### src/rtl/timer_apb_arb2.sv
// Two-master APB arbiter in front of the timer register slave.
// Grants one master per transfer, runs SETUP/ACCESS, times out hung slaves.
//
// Ports:
//   pclk, presetn            clock, async active-low reset
//   m0_*, m1_*               master-side APB (psel/penable/pwrite/paddr/pwdata in,
//                            prdata/pready/pslverr out, pready is a 1-cycle pulse)
//   psel..pwdata (out)       slave-side request, stable SETUP through ACCESS
//   prdata/pready/pslverr    slave-side response
module timer_apb_arb2 #(
  parameter int ADDR_W  = 8,
  parameter int DATA_W  = 8,
  parameter int RR      = 1,
  parameter int TIMEOUT = 16
) (
  input  logic              pclk,
  input  logic              presetn,
  input  logic              m0_psel,
  input  logic              m0_penable,
  input  logic              m0_pwrite,
  input  logic [ADDR_W-1:0] m0_paddr,
  input  logic [DATA_W-1:0] m0_pwdata,
  output logic [DATA_W-1:0] m0_prdata,
  output logic              m0_pready,
  output logic              m0_pslverr,
  input  logic              m1_psel,
  input  logic              m1_penable,
  input  logic              m1_pwrite,
  input  logic [ADDR_W-1:0] m1_paddr,
  input  logic [DATA_W-1:0] m1_pwdata,
  output logic [DATA_W-1:0] m1_prdata,
  output logic              m1_pready,
  output logic              m1_pslverr,
  output logic              psel,
  output logic              penable,
  output logic              pwrite,
  output logic [ADDR_W-1:0] paddr,
  output logic [DATA_W-1:0] pwdata,
  input  logic [DATA_W-1:0] prdata,
  input  logic              pready,
  input  logic              pslverr
);

  typedef enum logic [1:0] {
    S_IDLE,
    S_SETUP,
    S_ACCESS,
    S_COMPLETE
  } state_t;

  localparam bit RR_EN = (RR != 0);
  localparam bit TO_EN = (TIMEOUT != 0);
  localparam int CW =
    (TIMEOUT > 1) ? $clog2(TIMEOUT + 1) : 1;
  localparam logic [CW-1:0] TO_LAST =
    CW'((TIMEOUT > 0) ? TIMEOUT - 1 : 0);

  state_t              r_state;
  logic                r_last;
  logic                r_grant;
  logic [CW-1:0]       r_cnt;
  logic                r_psel;
  logic                r_penable;
  logic                r_pwrite;
  logic [ADDR_W-1:0]   r_paddr;
  logic [DATA_W-1:0]   r_pwdata;
  logic [1:0]          r_ready;
  logic [1:0]          r_err;
  logic [1:0][DATA_W-1:0] r_rdata;

  logic                w_any;
  logic                w_both;
  logic                w_only1;
  logic                w_pick1;
  logic                w_wr;
  logic [ADDR_W-1:0]   w_addr;
  logic [DATA_W-1:0]   w_wdata;
  logic                w_to;
  logic [DATA_W-1:0]   w_cap;

  // penable from the masters carries no arbitration information
  logic w_unused;
  assign w_unused = &{1'b0, m0_penable, m1_penable};

  assign w_any   = m0_psel | m1_psel;
  assign w_both  = m0_psel & m1_psel;
  assign w_only1 = m1_psel & ~m0_psel;

  // r_last holds the index of the previous grant; on a tie
  // round-robin picks the other one
  always_comb begin
    w_pick1 = 1'b0;
    unique case (1'b1)
      w_both:  w_pick1 = RR_EN ? ~r_last : 1'b0;
      w_only1: w_pick1 = 1'b1;
      default: w_pick1 = 1'b0;
    endcase
  end

  assign w_wr    = w_pick1 ? m1_pwrite : m0_pwrite;
  assign w_addr  = w_pick1 ? m1_paddr  : m0_paddr;
  assign w_wdata = w_pick1 ? m1_pwdata : m0_pwdata;

  assign w_to  = TO_EN && (r_cnt == TO_LAST);
  assign w_cap = r_pwrite ? '0 : prdata;

  always_ff @(posedge pclk or negedge presetn) begin
    if (!presetn) begin
      r_state   <= S_IDLE;
      r_last    <= 1'b1;
      r_grant   <= 1'b0;
      r_cnt     <= '0;
      r_psel    <= 1'b0;
      r_penable <= 1'b0;
      r_pwrite  <= 1'b0;
      r_paddr   <= '0;
      r_pwdata  <= '0;
      r_ready   <= '0;
      r_err     <= '0;
      r_rdata   <= '0;
    end else begin
      unique case (r_state)
        S_IDLE: begin
          if (w_any) begin
            r_grant  <= w_pick1;
            r_last   <= w_pick1;
            r_pwrite <= w_wr;
            r_paddr  <= w_addr;
            r_pwdata <= w_wdata;
            r_psel   <= 1'b1;
            r_state  <= S_SETUP;
          end
        end
        S_SETUP: begin
          r_penable <= 1'b1;
          r_state   <= S_ACCESS;
        end
        S_ACCESS: begin
          if (pready) begin
            r_psel           <= 1'b0;
            r_penable        <= 1'b0;
            r_ready[r_grant] <= 1'b1;
            r_err[r_grant]   <= pslverr;
            r_rdata[r_grant] <= w_cap;
            r_state          <= S_COMPLETE;
          end else if (w_to) begin
            // slave hung: abandon the access, report an error
            r_psel           <= 1'b0;
            r_penable        <= 1'b0;
            r_ready[r_grant] <= 1'b1;
            r_err[r_grant]   <= 1'b1;
            r_rdata[r_grant] <= '0;
            r_state          <= S_COMPLETE;
          end else if (TO_EN) begin
            r_cnt <= r_cnt + 1'b1;
          end
        end
        S_COMPLETE: begin
          r_ready <= '0;
          r_err   <= '0;
          r_rdata <= '0;
          r_cnt   <= '0;
          r_state <= S_IDLE;
        end
        default: r_state <= S_IDLE;
      endcase
    end
  end

  assign psel       = r_psel;
  assign penable    = r_penable;
  assign pwrite     = r_pwrite;
  assign paddr      = r_paddr;
  assign pwdata     = r_pwdata;
  assign m0_pready  = r_ready[0];
  assign m0_pslverr = r_err[0];
  assign m0_prdata  = r_rdata[0];
  assign m1_pready  = r_ready[1];
  assign m1_pslverr = r_err[1];
  assign m1_prdata  = r_rdata[1];

endmodule
### config.mk
export PLATFORM = sky130hd
export DESIGN_NAME = timer_apb_arb2
export DESIGN_NICKNAME = d
export VERILOG_FILES = /design/src/rtl/timer_apb_arb2.sv
export SDC_FILE = /design/constraint.sdc
export NUM_CORES = 1
export LEC_CHECK = 0
export BUFFER_PORTS_ARGS = -buffer_cell sky130_fd_sc_hd__buf_4
export CORE_MARGIN = 4
export CORE_UTILIZATION = 44
export DETAILED_ROUTE_END_ITERATION = 6
export HOLD_SLACK_MARGIN = 0.1
export PLACE_DENSITY = 0.8
export SYNTH_ARGS = -nofsm -noshare
export SYNTH_HDL_FRONTEND = slang
export SYNTH_SLANG_ARGS = --single-unit
### constraint.sdc
create_clock -name pclk -period 2 [get_ports pclk]
set_clock_uncertainty 0.2 [all_clocks]
set_input_delay 0.1 -clock pclk [delete_from_list [all_inputs] [get_ports pclk]]
set_output_delay 0.1 -clock pclk [all_outputs]
set_load 0.01 [all_outputs]
==> results.cfg <==
[status]
outcome = finished, final reports clean

[place]
io_buffer_count = 86
hpwl_mm = 4.295
post_dp_cell_area_sq_um = 3004
routabilityCongestion = 0.7270

[yosys]
synth-warning-count = 0
ys_types = 42
synth.avg_cell_area_sq_um = 10.04
syn_nets = 282
yosysSeqAreaShare = 0.5301
async_reset_ff_frac = 1.000
synth_edf_count = 0
ys_ff_latch = 48
netlist_instances = 226
synth_top_flop_cell = dfrtp_1
netlist_area_sq_um = 2268

[final_layout]
regArea_sq_um = 1202
postLayoutCellArea_sq_um = 3625
multi_input_area_sq_um = 1002
nets = 419
drive_above_1_share = 0.3324
antenna_cells = 0
fin_util = 0.7476
final.fill_count = 301
area_growth_pct = 59.79

[routing]
routed_wl_mm = 7.401
wl_met3_um = 680
detail-route-antenna-nets = 0
vias_per_cell = 5.334
routed-wl-met2_mm = 3.565
wl_per_cell_um = 17.17
num_vias = 2299
drt_iter0_drc = 145
wl_met1_mm = 2.946
route.detailed.drc = 0
drtPass1Iterations = 4
top_layer = met4

[clocking]
cts_root_buf = clkbuf_8
clkTransAtPathRegs_ns = 0.09
tritoncts = done
cts_buffers = 5
cts.sinks = 48
htreeDepth = 2
insertion_delay_ns = 0.31
cts_buffer_depth = 2
post-cts-setup-buffer-count = 0

[setup_path]
rr_startpoint = r_cnt[0]$_DFFE_PN0P_
reg2reg_to = m0_prdata[0]$_DFFE_PN0P_
cp.required_ns = 2.04
cp_max_fo = 8
end_kind = flop
crit_type = reg -> reg
worst_setup_path_start_kind = flop
r2r_slack_ns = 0.04
crit_arrival_ns = 2.00
ff2ff_path_depth = 6

[min_path]
hp-start = m1_psel
min_delay_worst_endpoint = r_state[0]$_DFFE_PN0P_
holdCritPathClass = in -> reg
holdPathStages = 4

[timing]
worst_hold_slack_ns = 0.1100
period_share = 0.9789
post-route-min-period_ns = 1.958
setup_viol = 0
slew-limit-headroom = 0.4666
max_clock_freq_mhz = 510.8
hold_viol = 0
worst_pin_slew_ns = 0.7954
slew_violations = 0
grt_setup_unrepaired = yes
final.setup.tns_ns = 0

[floorplan]
dieArea_sq_um = 6368
die_w_um = 79.80
fp.dieH_um = 79.80
rows = 25
initial_core_util = 0.4679
io_pins = 89
coreArea_sq_um = 4848

[grt]
grt-ovfl-total = 0
grt_pass1_wl_mm = 11.87
grt_usage = 0.2411
grt_pass1_vias = 2454
grt_max_degree = 49
antenna_found_initial = 0

[power]
total_power_uw = 4625
leakage_uw = 0.001764
ir_worst_vdd_uv = 848.0
power_density_nw_per_um2 = 1276

[flow_run]
max-cap-violations = 0
## cells by family after synthesis
logic type	Yosys count	share of synthesized area
and+or+nand+nor	64	0.1362
AOI/OAI and AO/OA	83	0.2350
DFF	48	0.5301
adders and majority gates	6	0.03309
muxes	4	0.01765
buffers and inverters	21	0.04798
## power by group
group	internal [uW]	leakage [uW]	switching [uW]
sequential	1350	0.000600	290
combinational	1070	0.00111	1180
clock	377	0.0000548	361
## registers in the layout, summed over array words and instances, names as in the netlist
| register | flops |
|---|---|
| r_last | 1 |
| pwrite | 1 |
| m1_prdata | 8 |
| r_err | 2 |
| r_ready | 2 |
| m0_prdata | 8 |
| penable | 1 |
| r_grant | 1 |
| r_state | 2 |
| r_cnt | 5 |
| psel | 1 |
| paddr | 8 |
| pwdata | 8 |
## repair_timing
| item | in CTS | in global routing |
|---|---|---|
| cloned | 0 | 0 |
| pin swaps | 2 | 2 |
| hold buffers | 47 | 0 |
| resized for setup | 4 | 4 |
| endpoints found under the hold margin | 87 | 0 |
| setup endpoints to repair | 3 | 12 |
## layout by cell type, fill, tap and decap left out, types with 2 or more instances in the layout
master / n
o21a_1: 2
nor3_4: 2
a22o_1: 17
buf_4: 96
o31ai_1: 2
nand2_1: 25
dlygate4sd3_1: 47
mux2i_1: 4
inv_1: 8
dfrtp_1: 47
o21ai_0: 8
nand3_1: 3
ha_2: 2
nor2_1: 20
ha_1: 3
clkbuf_8: 5
nor2b_1: 2
a21oi_1: 41
## layout make-up
class / count / area share
sequential: 48 / 0.3317
timing repair buffer: 143 / 0.3286
multi-input combinational: 157 / 0.2765
tap: 67 / 0.02313
clock buffer: 5 / 0.01899
clock inverter: 3 / 0.01277
inverter: 8 / 0.008284
## routing by layer
layer	global-route usage	up-vias
li1	-	1073
met1	0.2786	1084
met2	0.4190	121
met3	0.06998	21
met4	0.09459	0
met5	0	-
## critical path, stage by stage, from the launching register on
cell and delay, ns:
dfrtp_1 0.39, ha_2 0.19, and3_4 0.18, ha_4 0.17, or3b_4 0.41, o21ai_4 0.13, a22o_1 0.21
## how the worst max path moves through the flow
| stage | start | endpoint | slack [ns] | depth (start not counted) |
|---|---|---|---|---|
| after detailed placement | r_cnt[0]$_DFFE_PN0P_ | m1_prdata[4]$_DFFE_PN0P_ | 0.001 | 6 |
| after global placement | r_cnt[0]$_DFFE_PN0P_ | m0_prdata[6]$_DFFE_PN0P_ | 0.05 | 6 |
| final | r_cnt[0]$_DFFE_PN0P_ | m0_prdata[0]$_DFFE_PN0P_ | 0.04 | 6 |
| after floorplan | r_cnt[0]$_DFFE_PN0P_ | m1_prdata[0]$_DFFE_PN0P_ | 0.02 | 7 |
| after global routing | r_cnt[0]$_DFFE_PN0P_ | m0_prdata[0]$_DFFE_PN0P_ | 0.001 | 6 |
| after CTS | r_cnt[0]$_DFFE_PN0P_ | m0_prdata[0]$_DFFE_PN0P_ | 0.02 | 6 |
## Yosys cell counts (2+ instances only)
| master | number | area (sq um) |
|---|---|---|
| dfrtp_1 | 47 | 1176 |
| a21oi_1 | 41 | 205.2 |
| nand2_1 | 25 | 93.84 |
| nor2_1 | 20 | 75.07 |
| a22o_1 | 17 | 148.9 |
| buf_2 | 9 | 45.04 |
| o21ai_0 | 9 | 45.04 |
| inv_1 | 8 | 30.03 |
| ha_1 | 6 | 75.07 |
| mux2i_1 | 4 | 40.04 |
| nand3_1 | 3 | 15.01 |
| buf_6 | 2 | 22.52 |
| nor2b_1 | 2 | 12.51 |
| nor3_2 | 2 | 20.02 |
| o21a_1 | 2 | 15.01 |
| o21ai_2 | 2 | 17.52 |
| o31ai_1 | 2 | 15.01 |
## through the flow
| step | std cells | worst slack (ns) |
|---|---|---|
| CTS | 431 | 0.01867 |
| floorplan | 226 | 0.01716 |
| global placement | 376 | 0.04765 |
| global route | 431 | 0.001119 |
| detailed placement | 376 | 0.001276 |
| finish | 431 | 0.04215 |
(Power assumes the default switching activity.)
